===== src/rtl/instr_fetch_if.sv =====
// Fetch unit bundle: instruction-memory request/response, decode handshake, redirect and halt status.
// The master side is the fetch unit; the slave side is the memory/decode/execute environment.
interface instr_fetch_if #(
    parameter int XLEN = 32
);
    logic            imem_req;
    logic [XLEN-1:0] imem_addr;
    logic            imem_gnt;
    logic            imem_rvalid;
    logic [XLEN-1:0] imem_rdata;
    logic            instr_valid;
    logic [XLEN-1:0] instr;
    logic [XLEN-1:0] instr_pc;
    logic            instr_ready;
    logic            redirect;
    logic [XLEN-1:0] redirect_pc;
    logic            halted;

    modport master (
        output imem_req, imem_addr, instr_valid, instr, instr_pc, halted,
        input  imem_gnt, imem_rvalid, imem_rdata, instr_ready, redirect, redirect_pc
    );

    modport slave (
        input  imem_req, imem_addr, instr_valid, instr, instr_pc, halted,
        output imem_gnt, imem_rvalid, imem_rdata, instr_ready, redirect, redirect_pc
    );
endinterface


===== src/rtl/instr_fetch.sv =====
// Instruction fetch: single-outstanding imem reads, one-entry hold buffer to decode; rvalid->instr_valid 1 cycle.
// Backpressure: the held entry stays stable until instr_ready; redirects flush and restart at redirect_pc.
module instr_fetch #(
    parameter int              XLEN     = 32,
    parameter logic [XLEN-1:0] RESET_PC = '0,
    parameter int              PC_STEP  = 4
) (
    input  logic          clk,
    input  logic          rst_n,
    instr_fetch_if.master bus
);
    typedef enum logic [2:0] {
        S_IDLE,
        S_FETCH,
        S_WAIT,
        S_HOLD,
        S_HALT
    } state_t;

    state_t          r_state;
    state_t          w_state_nxt;
    logic [XLEN-1:0] r_pc;
    logic [XLEN-1:0] w_pc_nxt;
    logic [XLEN-1:0] r_instr;
    logic [XLEN-1:0] w_instr_nxt;
    logic [XLEN-1:0] r_instr_pc;
    logic [XLEN-1:0] w_instr_pc_nxt;
    logic            r_discard;
    logic            w_discard_nxt;

    always_ff @(posedge clk or negedge rst_n) begin
        if (!rst_n) begin
            r_state    <= S_IDLE;
            r_pc       <= RESET_PC;
            r_instr    <= '0;
            r_instr_pc <= '0;
            r_discard  <= 1'b0;
        end else begin
            r_state    <= w_state_nxt;
            r_pc       <= w_pc_nxt;
            r_instr    <= w_instr_nxt;
            r_instr_pc <= w_instr_pc_nxt;
            r_discard  <= w_discard_nxt;
        end
    end

    always_comb begin
        w_state_nxt    = r_state;
        w_pc_nxt       = r_pc;
        w_instr_nxt    = r_instr;
        w_instr_pc_nxt = r_instr_pc;
        w_discard_nxt  = r_discard;
        case (r_state)
            S_IDLE: begin
                w_state_nxt = S_FETCH;
            end
            S_FETCH: begin
                if (bus.redirect) begin
                    w_pc_nxt = bus.redirect_pc;
                end
                // A grant in the redirect cycle already launched the stale address.
                if (bus.imem_gnt) begin
                    w_state_nxt   = S_WAIT;
                    w_discard_nxt = bus.redirect;
                end
            end
            S_WAIT: begin
                if (bus.redirect) begin
                    w_pc_nxt = bus.redirect_pc;
                    if (bus.imem_rvalid) begin
                        w_state_nxt   = S_FETCH;
                        w_discard_nxt = 1'b0;
                    end else begin
                        w_discard_nxt = 1'b1;
                    end
                end else if (bus.imem_rvalid) begin
                    if (r_discard) begin
                        w_state_nxt   = S_FETCH;
                        w_discard_nxt = 1'b0;
                    end else begin
                        w_instr_nxt    = bus.imem_rdata;
                        w_instr_pc_nxt = r_pc;
                        w_pc_nxt       = r_pc + XLEN'(PC_STEP);
                        w_state_nxt    = S_HOLD;
                    end
                end
            end
            S_HOLD: begin
                // Redirect outranks the handshake, so a flushed halt opcode never halts.
                if (bus.redirect) begin
                    w_pc_nxt    = bus.redirect_pc;
                    w_state_nxt = S_FETCH;
                end else if (bus.instr_ready) begin
                    w_state_nxt = (r_instr[6:0] == 7'h7f) ? S_HALT : S_FETCH;
                end
            end
            S_HALT: begin
                if (bus.redirect) begin
                    w_pc_nxt    = bus.redirect_pc;
                    w_state_nxt = S_FETCH;
                end
            end
            default: begin
                w_state_nxt = S_IDLE;
            end
        endcase
    end

    assign bus.imem_req    = (r_state == S_FETCH);
    assign bus.imem_addr   = r_pc;
    assign bus.instr_valid = (r_state == S_HOLD);
    assign bus.instr       = r_instr;
    assign bus.instr_pc    = r_instr_pc;
    assign bus.halted      = (r_state == S_HALT);
endmodule

===== src/flat_wrapper.sv =====
// flat-port wrapper written by rule: the top's interface ports become plain ports
module instr_fetch_flat 
#(
    parameter int              XLEN     = 32,
    parameter logic [XLEN-1:0] RESET_PC = '0,
    parameter int              PC_STEP  = 4
)
  (clk, rst_n, bus_imem_req, bus_imem_addr, bus_instr_valid, bus_instr, bus_instr_pc, bus_halted, bus_imem_gnt, bus_imem_rvalid, bus_imem_rdata, bus_instr_ready, bus_redirect, bus_redirect_pc);
  instr_fetch_if #(.XLEN(XLEN)) bus_i ();
  input  logic clk;
  input  logic rst_n;
  output wire logic [$bits(bus_i.imem_req)-1:0] bus_imem_req;
  output wire logic [$bits(bus_i.imem_addr)-1:0] bus_imem_addr;
  output wire logic [$bits(bus_i.instr_valid)-1:0] bus_instr_valid;
  output wire logic [$bits(bus_i.instr)-1:0] bus_instr;
  output wire logic [$bits(bus_i.instr_pc)-1:0] bus_instr_pc;
  output wire logic [$bits(bus_i.halted)-1:0] bus_halted;
  input wire logic [$bits(bus_i.imem_gnt)-1:0] bus_imem_gnt;
  input wire logic [$bits(bus_i.imem_rvalid)-1:0] bus_imem_rvalid;
  input wire logic [$bits(bus_i.imem_rdata)-1:0] bus_imem_rdata;
  input wire logic [$bits(bus_i.instr_ready)-1:0] bus_instr_ready;
  input wire logic [$bits(bus_i.redirect)-1:0] bus_redirect;
  input wire logic [$bits(bus_i.redirect_pc)-1:0] bus_redirect_pc;
  assign bus_imem_req = bus_i.imem_req;
  assign bus_imem_addr = bus_i.imem_addr;
  assign bus_instr_valid = bus_i.instr_valid;
  assign bus_instr = bus_i.instr;
  assign bus_instr_pc = bus_i.instr_pc;
  assign bus_halted = bus_i.halted;
  assign bus_i.imem_gnt = bus_imem_gnt;
  assign bus_i.imem_rvalid = bus_imem_rvalid;
  assign bus_i.imem_rdata = bus_imem_rdata;
  assign bus_i.instr_ready = bus_instr_ready;
  assign bus_i.redirect = bus_redirect;
  assign bus_i.redirect_pc = bus_redirect_pc;
  instr_fetch #(.XLEN(XLEN), .RESET_PC(RESET_PC), .PC_STEP(PC_STEP)) u_core (.clk(clk), .rst_n(rst_n), .bus(bus_i));
endmodule

===== config.mk =====
export PLATFORM = sky130hd
export DESIGN_NAME = instr_fetch_flat
export DESIGN_NICKNAME = d
export VERILOG_FILES = /design/src/rtl/instr_fetch_if.sv /design/src/rtl/instr_fetch.sv /design/src/flat_wrapper.sv
export SDC_FILE = /design/constraint.sdc
export NUM_CORES = 1
export LEC_CHECK = 0
export ABC_AREA = 1
export CAP_MARGIN = 20
export CORE_AREA = 2 2 116 118
export DETAILED_ROUTE_END_ITERATION = 16
export DIE_AREA = 0 0 118 120
export PLACE_DENSITY_LB_ADDON = 0.2
export SYNTH_ARGS = -nofsm -noshare
export SYNTH_HDL_FRONTEND = slang
export SYNTH_SLANG_ARGS = --single-unit
export TNS_END_PERCENT = 30

===== constraint.sdc =====
create_clock -name clk -period 1.9 [get_ports clk]
set_clock_uncertainty 0.1 [all_clocks]
set_input_delay 0.38 -clock clk [delete_from_list [all_inputs] [get_ports clk]]
set_output_delay 0.38 -clock clk [all_outputs]
set_load 0.02 [all_outputs]

# Yosys cells after proc, flatten, opt, wreduce, memory -nomap -nowiden
# Cells that the tools add are included.
dict set report totals {
  inputBits 70
  register_bits 100
  wordCells 48
  output_inout_bits 99
}
dict set report op_classes {
  n_eq_ne 12
  add_sub_neg 1
  n_mux 20
  bitwise 2
  reduce_logical 8
}
# op n
set op_table {}
lappend op_table {{32-bit 2-to-1 mux} 4}
lappend op_table {{32-bit one-hot mux with 2 select lines} 1}
lappend op_table {{32-bit by 3-bit adder with 32-bit output, second input constant} 1}
lappend op_table {{3-bit 2-to-1 mux} 8}
lappend op_table {{3-bit one-hot mux with 5 select lines} 1}
lappend op_table {{4-bit AND reduction} 3}
lappend op_table {{7-bit == test, second input constant} 1}
lappend op_table {{3-bit by 2-bit == test with 1-bit output, second input constant} 2}
lappend op_table {{2-bit by 1-bit inequality test with 1-bit output, second input constant} 3}
lappend op_table {{3-bit inequality test, second input constant} 2}
lappend op_table {{1-bit 2-to-1 mux} 4}
lappend op_table {{2-bit nonzero test} 2}
lappend op_table {{3-bit by 1-bit == test with 1-bit output, second input constant} 1}
lappend op_table {{3-bit == test, second input constant} 1}
lappend op_table {{3-bit zero test} 1}
lappend op_table {{3-bit by 1-bit inequality test with 1-bit output, second input constant} 1}
lappend op_table {{3-bit AND reduction} 1}
lappend op_table {{3-bit OR reduction} 1}
lappend op_table {{2-bit 2-to-1 mux} 1}
lappend op_table {{2-bit inequality test, second input constant} 1}
lappend op_table {{1-bit inverter} 2}
lappend op_table {{1-bit one-hot mux with 2 select lines} 1}

# Logic depth before layout (Yosys ltp)
dict set report logic_depth {
  word_depth 5
  depth_mapped 11
  depth_no_buf 10
}

# Worst setup path before layout
# OpenSTA, ideal clock, no wires.
dict set report synth_timing {
  path_type {register to register}
  from {register u_core.r_state[1]}
  to {register u_core.r_pc[2], in the netlist u_core.bus.imem_addr[2]}
  required_time_ps 1668
  setup_ps 132
  t_arrival_ps 1699
  slack_ps -31
  stages_incl_launch_ff 11
  period_less_slack_ps 1931
  n_path_buf 2
  cell_sequence {dfrtp_1 -> inv_1 -> nand2_1 -> nor2_1 -> nor2_1 -> nand2_1 -> buf_2 -> buf_2 -> o21ai_0 -> nand2_1 -> o21ai_0}
}
dict set report synth_between {
  elab_chain_len 4
  word_cells_on_any_way 11
  classes_between {7 x eq/ne; 1 x mux; 3 x reduce/logical}
}
# item line_no
set synth_rtl {}
lappend synth_rtl {{from (decl)} instr_fetch.sv:20} ;# state_t r_state;
lappend synth_rtl {{from (signal assigned)} instr_fetch.sv:39} ;# r_state <= w_state_nxt;
lappend synth_rtl {{3-bit == test (*)} --}
lappend synth_rtl {{net bus_halted} flat_wrapper.sv:17} ;# output wire logic [$bits(bus_i.halted)-1:0] bus_halted;
lappend synth_rtl {{3-bit OR reduction (no source line) (*)} --}
lappend synth_rtl {{2-bit by 1-bit inequality test with 1-bit output (no source line) / 2-bit nonzero test (equally long branches)} --}
lappend synth_rtl {{4-bit AND reduction (no source line)} --}
lappend synth_rtl {{to (signal assigned)} instr_fetch.sv:40} ;# r_pc <= w_pc_nxt;
lappend synth_rtl {{to (decl)} instr_fetch.sv:22} ;# logic [XLEN-1:0] r_pc;
# The timed path passes the listed nets; every way through them passes the cells marked *.
# A chain may end at the register's enable or synchronous reset.

# Final worst setup path
dict set report layout_timing {
  from {register u_core.r_state[1]}
  to {register u_core.r_instr[0], in the netlist u_core.bus.instr[0]}
}
dict set report layout_between {
  elab_chain_len 2
}
# item line_no
set layout_rtl {}
lappend layout_rtl {{3-bit by 2-bit == test with 1-bit output} instr_fetch.sv:53} ;# case (r_state)
lappend layout_rtl {{4-bit AND reduction (no source line)} --}
lappend layout_rtl {{to (signal assigned)} instr_fetch.sv:41} ;# r_instr <= w_instr_nxt;
lappend layout_rtl {{to (decl)} instr_fetch.sv:24} ;# logic [XLEN-1:0] r_instr;
# Every way passes these cells.

==> results.json <==
{
  "status": "complete, but fails checks",
  "final-seq-area_sq_um": 2500,
  "synthMuxAreaShare_pct": 0,
  "place_inst": 1092,
  "synth-adder-area-share_pct": 0.237,
  "leakage_nw": 4.04,
  "worst_slack_ns": -0.0181,
  "synth_top_area_share_pct": 47.5,
  "dieHeight_um": 120,
  "period_needed_ns": 1.92,
  "synth_fp_nets": 810,
  "start_kind": "flop",
  "synthXorXnorAreaFrac_pct": 0.831,
  "num_antenna_cells": 0,
  "crit_start": "u_core.r_state[1]$_DFFE_PN0P_",
  "nets": 1017,
  "final_util_pct": 62.8,
  "ys_ff_latch": 100,
  "synth_top_area_cell": "dfrtp_1",
  "clockBufferDepth": 2,
  "clock_sinks": 100,
  "cp.required_ns": 2.04,
  "grt_overflow_total": 0,
  "hold_class": "input port to async pin",
  "drt_iter0_markers": 353,
  "synth_edf_count": 0,
  "synth_top_cells_by_count": "nand2_1 (300), dfrtp_1 (100), nand3_1 (81)",
  "slew_violations": 0,
  "htreeDepth": 3,
  "synth_area_leaders": "dfrtp_1 (47%), nand2_1 (21%), nand3_1 (7.7%)",
  "detail-route-antenna-nets": 0,
  "dieWidth_um": 118,
  "tightest_slew_ns": 0.287,
  "synth_compound_area_share_pct": 6.69,
  "min_period_over_period_pct": 101,
  "cp.arrival_ns": 2.06,
  "fill_cells": 1197,
  "maxSlewHeadroom_pct": 80.8,
  "max-vdd-ir-drop_uv": 840,
  "synthCells": 739,
  "end_kind": "flop",
  "violations": "negative setup slack",
  "rrSetupSlack_ns": -0.02,
  "io_buffers": 168,
  "drt-pass1-iter-count": 4,
  "r2r-end": "u_core.bus.instr[0]$_DFFE_PN0P_",
  "pre_cts_ws_ns": -0.0736,
  "synth.avg_cell_area_sq_um": 7.13,
  "hpwlAfterDp_um": 11400,
  "antenna_found_initial": 0,
  "rsz0062_at_grt": "yes",
  "dr.max_layer_used": "met4",
  "max_freq_mhz": 521,
  "clk_latency_ns": 0.35,
  "grt_pass1_vias": 4927,
  "area_growth_pct": 54.5,
  "finalNonFillerCells": 1126,
  "wl_met1_um": 7500,
  "cts_tree": "done",
  "gp_congestion": 0.899,
  "drv_cap": 0,
  "cts_buffers": 9,
  "drive_above_1_share_pct": 15.6,
  "grt_pass1_wl_um": 25000,
  "async_flop_share_pct": 100,
  "synth-simple-area-share_pct": 36.2,
  "start_util_pct": 40.6,
  "synth_top_family_by_area": "simple AND/OR/NAND/NOR gates",
  "drt-total-wl_um": 16500,
  "drc": 0,
  "clk_pin_slew_ns": 0.07,
  "post_drt_wl_per_cell_um": 14.6,
  "r2r_cells": 10,
  "yosysMostFrequentCell": "nand2_1",
  "yosysSeqAreaShare_pct": 47.5,
  "wl_met3_um": 800,
  "num_rows": 42,
  "syn-cell-area_sq_um": 5270,
  "core_area_sq_um": 13000,
  "finalSetupViolCount": 11,
  "cts-root-buf": "clkbuf_16",
  "grt_max_degree": 62,
  "multi_input_area_sq_um": 2510,
  "vias": 5436,
  "vias_per_cell": 4.83,
  "path_max_fanout": 7,
  "yosysWarnings": 0,
  "hold_viol_final": 0,
  "dieArea_sq_um": 14200,
  "ys.flop_type": "dfrtp_1",
  "wl_met2_um": 7800,
  "grt_use_total_pct": 22.0,
  "reg2reg_from": "u_core.r_state[1]$_DFFE_PN0P_",
  "io_pins": 169,
  "power_density_nw_per_um2": 1550,
  "path_class": "flop to flop",
  "synth.distinct_cells": 22
}
[cell type report]
cell class | count | area share, %
repair buffers | 224 | 28.7
multi-input cells | 535 | 30.8
flip-flops and latches | 100 | 30.7
clock buffers | 10 | 2.93
clock inverters | 5 | 0.645
well taps | 176 | 2.70
inverters | 76 | 3.50
[routing by layer]
metal,GRT usage (%),vias to the layer above
li1,-,2718
met1,29.8,2550
met2,35.4,147
met3,4.33,21
met4,7.76,0
met5,0,-
[how the worst max path moves through the flow]
stage	to	slack [ns]	cells past startpoint
finish	u_core.bus.instr[0]$_DFFE_PN0P_	-0.02	10
global route	u_core.bus.instr_pc[17]$_DFFE_PN0P_	-0.13	10
CTS	bus_imem_addr[5]	0.006	1
detailed placement	u_core.bus.imem_addr[11]$_DFFE_PN0P_	-0.07	7
global placement	u_core.bus.imem_addr[12]$_DFFE_PN0P_	-0.05	7
floorplan	u_core.bus.imem_addr[30]$_DFFE_PN0P_	0.06	10
[critical path, cell delays in order, from the launching register on]
cell	delay, ns
dfrtp_1	0.36
inv_2	0.05
buf_6	0.11
nor3_4	0.23
inv_2	0.08
nor3_4	0.30
buf_6	0.17
nand2_8	0.11
buf_8	0.18
nand2_1	0.06
nand2_1	0.05
[cell usage in the layout, fill, tap and decap left out, types with 2 or more instances in the layout]
cell type / netlist / routed
nand2_2: 0 / 28
inv_2: 1 / 2
dlygate4sd2_1: 0 / 25
nor2_1: 68 / 61
xor2_1: 4 / 4
nand2_4: 0 / 5
or2_2: 8 / 8
nand4_1: 4 / 4
nand2_1: 300 / 267
inv_1: 75 / 74
nand3_1: 81 / 81
buf_12: 0 / 8
buf_6: 6 / 3
dlymetal6s2s_1: 0 / 5
o21ai_1: 13 / 14
clkbuf_16: 0 / 15
buf_2: 6 / 2
buf_4: 1 / 35
clkdlybuf4s50_1: 0 / 134
nor2_2: 0 / 5
o21ai_2: 10 / 19
nor3_4: 2 / 2
o21ai_0: 39 / 29
dfrtp_1: 100 / 99
buf_8: 0 / 4
clkinv_2: 0 / 3
nor2_4: 0 / 2
[power by group]
| part | switching, mW | leakage, nW | internal (mW) | total [mW] |
|---|---|---|---|---|
| registers | 0.965 | 1.26 | 3.13 | 4.09 |
| logic | 3.69 | 2.64 | 2.96 | 6.66 |
| clock network | 0.807 | 0.144 | 1.04 | 1.85 |
[per-stage QoR]
stage | hold slack (ns) | area (sq um) | setup TNS, ns | power (mW)
floorplan | -0.0156 | 5280 | 0 | 7.28
detailed placement | 0.140 | 7390 | -1.43 | 10.5
CTS | 0.311 | 7670 | 0 | 12.2
finish | 0.311 | 8150 | -0.0773 | 12.6
global route | 0.321 | 8150 | -6.33 | 13.5
global placement | 0.139 | 7390 | -0.884 | 10.4
[cells by family (layout without fill, tap and decap cells)]
| family | count (synthesis) | in the layout |
|---|---|---|
| and+or+nand+nor | 465 | 466 |
| buffers and inverters | 105 | 315 |
| DFF | 100 | 100 |
| AOI/OAI and AO/OA | 63 | 63 |
| xor gates and xnor gates | 5 | 5 |
| adders and majority gates | 1 | 1 |
[registers in the layout, summed over array words and instances (netlist names)]
signal	cells
u_core.r_state	3
u_core.bus.instr_pc	32
u_core.r_discard	1
u_core.bus.instr	32
u_core.bus.imem_addr	32
[what timing repair did]
| action | CTS | global route |
|---|---|---|
| hold buffers | 1 | 0 |
| cloned | 0 | 10 |
| pin swaps | 0 | 4 |
| buffers inserted | 0 | 8 |
| gates resized for setup | 34 | 90 |
| hold endpoints to repair | 8 | 0 |
| setup endpoints to repair | 30 | 102 |
Power figures use the tool's default switching activity.
